`config.mk`:
```
export PLATFORM = sky130hd
export DESIGN_NAME = alu_seq
export DESIGN_NICKNAME = d
export VERILOG_FILES = /design/src/rtl/alu_seq.sv
export SDC_FILE = /design/constraint.sdc
export NUM_CORES = 1
export LEC_CHECK = 0
export ABC_AREA = 1
export CORE_ASPECT_RATIO = 1.25
export CORE_MARGIN = 3
export CORE_UTILIZATION = 35
export CTS_CLUSTER_SIZE = 24
export DETAILED_ROUTE_END_ITERATION = 6
export GPL_TIMING_DRIVEN = 0
export PLACE_DENSITY = 0.5
export SETUP_SLACK_MARGIN = 0.05
export SYNTH_ARGS = -nofsm -noshare
export SYNTH_HDL_FRONTEND = slang
export SYNTH_SLANG_ARGS = --single-unit
export TNS_END_PERCENT = 20
```
`constraint.sdc`:
```
create_clock -name clk -period 4.2 [get_ports clk]
set_clock_uncertainty 0.15 [all_clocks]
set_input_delay 0.42 -clock clk [delete_from_list [all_inputs] [get_ports clk]]
set_output_delay 0.42 -clock clk [all_outputs]
set_load 0.05 [all_outputs]
```
`src/rtl/alu_seq.sv`:
```
// -----------------------------------------------------------------------------
// alu_seq -- sequential ALU with single-cycle logic/arithmetic ops and
// iterative (one bit per clock) multiply, unsigned divide and remainder.
//
// Ports
//   clk       in   1      rising-edge clock
//   reset     in   1      synchronous active-high reset
//   start     in   1      operation request, sampled only while ready=1
//   A, B      in   WIDTH  operands
//   alusel    in   3      000 AND, 001 OR, 010 ADD, 110 SUB, 111 SLT,
//                         011 MUL, 100 DIVU, 101 REMU
//   ready     out  1      idle and able to accept start
//   done      out  1      one-cycle pulse: new result on aluout
//   aluout    out  WIDTH  registered result
//   zero      out  1      registered (aluout == 0)
//   overflow  out  1      registered signed overflow of ADD/SUB, else 0
// -----------------------------------------------------------------------------
module alu_seq #(
    parameter int WIDTH = 32
) (
    input  logic             clk,
    input  logic             reset,
    input  logic             start,
    input  logic [WIDTH-1:0] A,
    input  logic [WIDTH-1:0] B,
    input  logic [2:0]       alusel,
    output logic             ready,
    output logic             done,
    output logic [WIDTH-1:0] aluout,
    output logic             zero,
    output logic             overflow
);

    localparam int CW = $clog2(WIDTH + 1);

    localparam logic [2:0] OP_AND  = 3'b000;
    localparam logic [2:0] OP_OR   = 3'b001;
    localparam logic [2:0] OP_ADD  = 3'b010;
    localparam logic [2:0] OP_MUL  = 3'b011;
    localparam logic [2:0] OP_DIVU = 3'b100;
    localparam logic [2:0] OP_REMU = 3'b101;
    localparam logic [2:0] OP_SUB  = 3'b110;
    localparam logic [2:0] OP_SLT  = 3'b111;

    typedef enum logic {IDLE, BUSY} state_t;

    state_t           state_reg;
    logic [2:0]       op_reg;
    logic [WIDTH-1:0] opa_reg;     // MUL: multiplicand (shifts left); DIV: dividend -> quotient
    logic [WIDTH-1:0] opb_reg;     // MUL: multiplier (shifts right);  DIV: divisor
    logic [WIDTH-1:0] acc_reg;     // MUL: partial product;             DIV: partial remainder
    logic [CW-1:0]    count_reg;
    logic             ready_reg;
    logic             done_reg;
    logic [WIDTH-1:0] aluout_reg;
    logic             zero_reg;
    logic             overflow_reg;

    assign ready    = ready_reg;
    assign done     = done_reg;
    assign aluout   = aluout_reg;
    assign zero     = zero_reg;
    assign overflow = overflow_reg;

    // Single-cycle datapath, evaluated on the live inputs at the accepting edge.
    logic [WIDTH-1:0] sum, diff, fast_res;
    logic             fast_ovf, slt, is_multi;

    always_comb begin
        sum      = A + B;
        diff     = A - B;
        slt      = ($signed(A) < $signed(B));
        fast_res = '0;
        fast_ovf = 1'b0;
        is_multi = (alusel == OP_MUL) || (alusel == OP_DIVU) || (alusel == OP_REMU);
        case (alusel)
            OP_AND: fast_res = A & B;
            OP_OR:  fast_res = A | B;
            OP_ADD: begin
                fast_res = sum;
                fast_ovf = (A[WIDTH-1] == B[WIDTH-1]) && (sum[WIDTH-1] != A[WIDTH-1]);
            end
            OP_SUB: begin
                fast_res = diff;
                fast_ovf = (A[WIDTH-1] != B[WIDTH-1]) && (diff[WIDTH-1] != A[WIDTH-1]);
            end
            OP_SLT: fast_res = {{(WIDTH-1){1'b0}}, slt};
            default: begin
                fast_res = '0;
                fast_ovf = 1'b0;
            end
        endcase
    end

    // One iteration of shift-add multiply and of restoring division.
    // With divisor 0 the trial subtraction never borrows, so the quotient
    // fills with ones and the remainder ends up equal to the dividend.
    logic [WIDTH-1:0] mul_acc_next;
    logic [WIDTH:0]   rem_shift, rem_trial;
    logic             div_ok;
    logic [WIDTH-1:0] rem_next, quo_next, step_res;

    always_comb begin
        mul_acc_next = acc_reg + (opb_reg[0] ? opa_reg : '0);
        rem_shift    = {acc_reg, opa_reg[WIDTH-1]};
        rem_trial    = rem_shift - {1'b0, opb_reg};
        div_ok       = ~rem_trial[WIDTH];
        rem_next     = div_ok ? rem_trial[WIDTH-1:0] : rem_shift[WIDTH-1:0];
        quo_next     = {opa_reg[WIDTH-2:0], div_ok};
        case (op_reg)
            OP_MUL:  step_res = mul_acc_next;
            OP_REMU: step_res = rem_next;
            default: step_res = quo_next;
        endcase
    end

    always_ff @(posedge clk) begin
        if (reset) begin
            state_reg    <= IDLE;
            op_reg       <= OP_AND;
            opa_reg      <= '0;
            opb_reg      <= '0;
            acc_reg      <= '0;
            count_reg    <= '0;
            ready_reg    <= 1'b1;
            done_reg     <= 1'b0;
            aluout_reg   <= '0;
            zero_reg     <= 1'b1;
            overflow_reg <= 1'b0;
        end else begin
            done_reg <= 1'b0;
            case (state_reg)
                IDLE: begin
                    if (start) begin
                        op_reg  <= alusel;
                        opa_reg <= A;
                        opb_reg <= B;
                        acc_reg <= '0;
                        if (is_multi) begin
                            state_reg <= BUSY;
                            ready_reg <= 1'b0;
                            count_reg <= CW'(WIDTH);
                        end else begin
                            aluout_reg   <= fast_res;
                            zero_reg     <= (fast_res == '0);
                            overflow_reg <= fast_ovf;
                            done_reg     <= 1'b1;
                        end
                    end
                end
                BUSY: begin
                    // start is ignored here; only the iteration advances.
                    count_reg <= count_reg - CW'(1);
                    if (op_reg == OP_MUL) begin
                        acc_reg <= mul_acc_next;
                        opa_reg <= opa_reg << 1;
                        opb_reg <= opb_reg >> 1;
                    end else begin
                        acc_reg <= rem_next;
                        opa_reg <= quo_next;
                    end
                    if (count_reg == CW'(1)) begin
                        aluout_reg   <= step_res;
                        zero_reg     <= (step_res == '0);
                        overflow_reg <= 1'b0;
                        done_reg     <= 1'b1;
                        ready_reg    <= 1'b1;
                        state_reg    <= IDLE;
                    end
                end
                default: state_reg <= IDLE;
            endcase
        end
    end

endmodule

```
Yosys cells after proc, flatten, opt, wreduce, memory -nomap -nowiden. Cells that the tools add are included.

Flip-flop bits (word level): 142. Bits in latches: 0. Memory bits (writable): 0. ROM bits: 0. Bits of input ports: 70. Output and inout bits: 36. Logic and storage cells: 93. Memories kept: 0.

Add/sub/neg operators: 5. $mul: 0. Divide/modulo/power cells: 0. $lt $le $gt $ge: 1. Equality and inequality tests: 19. Shifts and indexed selects: 0. Muxes and demuxes: 41. Bitwise operators: 4. Reductions and logical operators: 12.

Operator list (count): $mux 32 (10); $pmux 32 s2 (5); $pmux 32 s5 (1); $add 32x32->32 (2); $logic_not 32->1 (2); $sub 33x32->33 (1); $and 32x32->32 (1); $lt 32x32->1 (1); $or 32x32->32 (1); $sub 32x32->32 (1); $mux 1 (16); $eq 3x3->1 const B (5); $mux 6 (2); $pmux 1 s2 (6); $pmux 6 s2 (1); $eq 3x2->1 const B (3); $eq 6x1->1 const B (1); $ne 2x2->1 const B (3); $reduce_and 2->1 (3); $reduce_and 3->1 (2); $sub 6x1->6 const B (1); $ne 2x1->1 const B (2); $eq 3x1->1 const B (1); $logic_not 3->1 (1); 5 further kinds (10).

Longest topological paths before layout.
Depth in word-level cells: 7. Depth in mapped cells: 25. Mapped depth without buffers: 24.

Least setup slack after synthesis. OpenSTA, ideal clock, no wires.

Kind: reg-to-reg. From: reg opb_reg[0]. To: reg zero_reg, in the netlist zero. Setup time: 70 ps. Data arrival time: 2613 ps. Data required time: 3980 ps. Setup slack: 1367 ps. Stages on the path, launching flop included: 23. Buffers on the path: 1. Clock period less this slack: 2833 ps. Cell sequence: dfxtp_1 -> clkbuf_1 -> nand2_1 -> inv_1 -> ha_1 -> fa_1 -> nand2_1 -> nand2_1 -> nand3b_1 -> nand2_1 -> nand2_1 -> nand2_1 -> nand2_1 -> nand2_1 -> nand2_1 -> nand3_1 -> nand3_1 -> nand3_1 -> nor2_1 -> nand2_1 -> nor3_2 -> nand3_1 -> a21oi_1.

Longest elaborated chain between the ends: 6. Elaborated cells between the ends (all ways): 9. Classes of those cells: add/sub: 2; mux: 5; bitwise: 1; reduce/logical: 1.

Ends and longest elaborated chain: start, declared (RTL line 50) `logic [WIDTH-1:0] opb_reg;`; start signal, assigned (RTL line 157) `opb_reg <= opb_reg >> 1;`; $sub 33x32->33 or $mux 32 (tied branches) (RTL line 106, 104); $mux 32 (tied with other cells) (RTL line 108) `rem_next = div_ok ? rem_trial[WIDTH-1:0] : rem_shift[WIDTH-1:0];`; $pmux 32 s2 * (RTL line 110) `case (op_reg)`; $logic_not 32->1 * (RTL line 164) `zero_reg <= (step_res == '0);`; $mux 1 * (RTL line 162) `if (count_reg == CW'(1)) begin`; $pmux 1 s2 * (RTL line 132) `case (state_reg)`; end signal, assigned (RTL line 145) `zero_reg <= (fast_res == '0);`; end signal, assigned (RTL line 164); end, declared (RTL line 56) `logic zero_reg;`.

Mark *: on every way between the ends. The rest lies on a longest branch, timed or not. The select of a mux whose other input is x is not followed. A chain may end at the register's enable or synchronous reset.

Worst setup path after layout.
From: reg opa_reg[31]. To: reg zero_reg, in the netlist zero.

Longest elaborated chain between the ends: 6. Elaborated cells between the ends (all ways): 9. Classes of those cells: add/sub: 2; mux: 5; bitwise: 1; reduce/logical: 1.

Ends and longest elaborated chain: start, declared (RTL line 49) `logic [WIDTH-1:0] opa_reg;`; start signal, assigned (RTL line 156) `opa_reg <= opa_reg << 1;`; start signal, assigned (RTL line 160) `opa_reg <= quo_next;`; $sub 33x32->33 or $mux 32 (tied branches) (RTL line 106, 104); $mux 32 (tied with other cells) (RTL line 108); $pmux 32 s2 * (RTL line 110); $logic_not 32->1 * (RTL line 164); $mux 1 * (RTL line 162); $pmux 1 s2 * (RTL line 132).

Marked as above.

==> impl_results.md <==
- Commonest non-fill, non-tap cell in the layout: nand2_1
- Antenna viol nets, final: 0
- Core ar.: just over 50000 um^2
- Slew @ Worst Pin: roughly 1 ns
- Leakage: about 10 nW
- Max Cap Viol: 0
- #FFs+latches synth: roughly 140
- Chip width: approximately 210 um
- Post-synth ARST share: 0%
- Aggregate global routing overflow: 0
- Total global routing track utilization: approximately a third
- Vias in the first global route: 21200
- I/O Pins: roughly 110
- Clock sink count: between 100 and 150
- Vias: about 22000
- Final WL: roughly 93000 um
- Fmax: ~250 MHz
- Synth area leaders: nand2_1 20%, dfxtp_1 16%, ha_1 11%
- Final hold viol count: 0
- Hold crit path type: register to register
- Max Slew Vio Count: 0
- Clock root cell: clkbuf_16
- Syn_nets: between 3000 and 4000
- Critical Path End Type: register
- Largest net degree at the start of global routing: 17
- Die area: roughly 54000 um^2
- DP HPWL: between 80000 and 90000 um
- Placer Congestion: 0.980
- Post-Syn Instances: approximately 3200
- Layout cell share with drive strength beyond 1: ~3.7%
- Final hold slack: about 0.31 ns
- EDFF count, synth: 0
- Port bufs: ~100
- Finished Layout Cells: about 4000
- H-Tree Depth: 4
- Row count: 92
- Worst-Skew Late Latency: around 0.45 ns
- Synth top area share: about a fifth
- DRT Pass-1 Iters: 7
- First-pass GRT wire length: approximately 130000 um
- Syn. warnings: 0
- Most frequent cells in the layout: 942 x nand2_1, 533 x inv_1, 314 x nor2_1
- # fillers: 5847
- Sequential cell area: 2850 um^2
- Max-slew headroom: 33.6%
- Multi-input gate area: approximately 13000 um^2
- Clk buf depth: 2
- Max FO, Critical Path: 10
- VDD IR max: around 0.3 mV
- Post-synth top area cell: nand2_1
- Final nets: between 3000 and 4000
- Syn-to-layout area delta: 14.0%
- P per Cell Area: 257 nW/um^2
- Vias per cell: around 5.4
- Primary flip-flop cell chosen by synthesis mapping: dfxtp_1
- Avg Synthesized Cell Area: 5.55 um^2
- TritonCTS buffer count: 17
- Final period util: between 90% and 100%
- # diodes: 0
- WS Path Type: register to register
- Synth Cell Area: 18000 um^2
- # DRC: 1
- Critical path arrival: 4.23 ns
- Drt wl/cell: roughly 23 um
- Final core utilization: between 40 and 50%
- CP required: 4.43 ns
- CP Launch Type: register
- Die Y: between 200 and 300 um
- Initial antenna violation count: 1
- Violated checks: design-rule violations
- Number of cells after detailed placement: about 4000
- RSZ-0062 raised after global routing: false
- Final Critical Period: ~4 ns
- Setup-failing EPs final: 0
- Clock transition at the registers of the reported paths: 0.06 ns
- Initial DRC Count: ~1600
- Status: finished, violations left
- CTS tree: done
- Synth cell types: 51
- Initial core utilization: a little over a third
- Sequential area share after synthesis: 15.8%
-- timing repair --
action / CTS / global route
buffers inserted: 0 / 0
hold buffers: 0 / 0
gates resized for setup: 6 / 7
endpoints found under the setup margin: 2 / 1
-- per-layer routing --
metal / GRT usage, % / vias up / part of all wire, %
met5: 0 / - / 0.014
met3: 2.20 / 209 / 3.8
met2: 62.2 / 742 / 51
met1: 36.5 / 10100 / 39
li1: - / 10600 / -
met4: 17.6 / 2 / 6.2
-- through the flow --
step           area [um^2]  setup slack, ns  power, mW  TNS [ns]
6_report             20500            0.200       5.26         0
5_1_grt              20500           0.0757       5.49         0
4_1_cts              20500            0.104       5.22         0
3_5_place_dp         19800           -0.363       3.60    -0.392
3_3_place_gp         19800           -0.336       3.59    -0.368
2_1_floorplan        18000             1.37       2.79         0
-- report_power, final --
group | total [mW] | internal [mW] | switching (mW)
Combinational | 2.09 | 0.589 | 1.50
Sequential | 1.53 | 1.44 | 0.0911
Clock | 1.64 | 0.969 | 0.670
Total | 5.26 | 2.99 | 2.26
-- critical path: stages, from the launching register on --
cell and delay [ns]:
dfxtp_2 0.46, inv_1 0.07, ha_1 0.26, fa_1 0.41, inv_1 0.13, nand2_1 0.06, nand2_1 0.08, nand3_1 0.13
nand2_4 0.18, nand2_2 0.09, nand2_4 0.10, nand2_4 0.07, nand2_2 0.08, nand2_4 0.13, nand2_8 0.16, buf_8 0.18
nand3_1 0.16, nand3_1 0.14, nand2_1 0.14, clkinv_1 0.16, nand3_1 0.11, nor2_2 0.22, nand3_1 0.11, a21oi_1 0.13
-- kinds of logic (layout without fill, tap and decap cells) --
| logic type | Yosys count | in the layout | share of synthesized area, % |
|---|---|---|---|
| AND/OR/NAND/NOR | 1723 | 1723 | 40.8 |
| XOR/XNOR | 19 | 19 | 0.926 |
| AO/OA/AOI/OAI | 538 | 538 | 16.6 |
| adder cells (fa/ha/maj) | 169 | 169 | 11.9 |
| buffers and inverters | 651 | 787 | 13.9 |
| flip-flops | 142 | 142 | 15.8 |
-- cell type report --
type | count | share of cell area, %
multi-input combinational | 2449 | 61.8
timing repair buffer | 104 | 5.08
clock buffer | 20 | 2.23
tap | 658 | 4.02
clock inverter | 12 | 0.782
inverter | 548 | 10.0
buffer | 103 | 2.19
sequential | 142 | 13.9
-- Yosys cell counts (2+ instances only) --
cell,number
dfxtp_1,142
buf_6,3
ha_1,165
nand3b_1,29
buf_1,13
a21o_1,6
a22oi_1,13
xnor2_1,12
nand2_2,27
nor2_1,316
fa_1,4
o21ai_0,215
o21bai_1,15
inv_2,12
clkbuf_1,76
o21ai_1,3
a21oi_2,3
a21oi_1,184
buf_8,2
or2_2,8
nor4_1,4
nand4_1,46
o21a_1,6
nor2_2,6
and3_1,2
a31oi_1,44
nand2_4,3
buf_2,9
clkinv_1,3
nand2_1,943
nand3_2,5
nand3_1,287
nor3_2,2
a21boi_0,2
o22ai_1,24
a32o_1,9
inv_1,533
o211ai_1,9
and2_1,6
xor2_1,7
nor3_1,34
-- worst paths after layout --
path                            start                 endpoint  slack (ns)  depth (start not counted)
max          opa_reg[31]$_SDFFE_PP0P_        zero$_SDFFE_PP1P_        0.20                         23
min           aluout[30]$_SDFFE_PP0P_  aluout[30]$_SDFFE_PP0P_        0.31                          2
max reg2reg  opa_reg[31]$_SDFFE_PP0P_        zero$_SDFFE_PP1P_        0.20                         23
min reg2reg   aluout[30]$_SDFFE_PP0P_  aluout[30]$_SDFFE_PP0P_        0.31                          2
(Power assumes the default switching activity.)
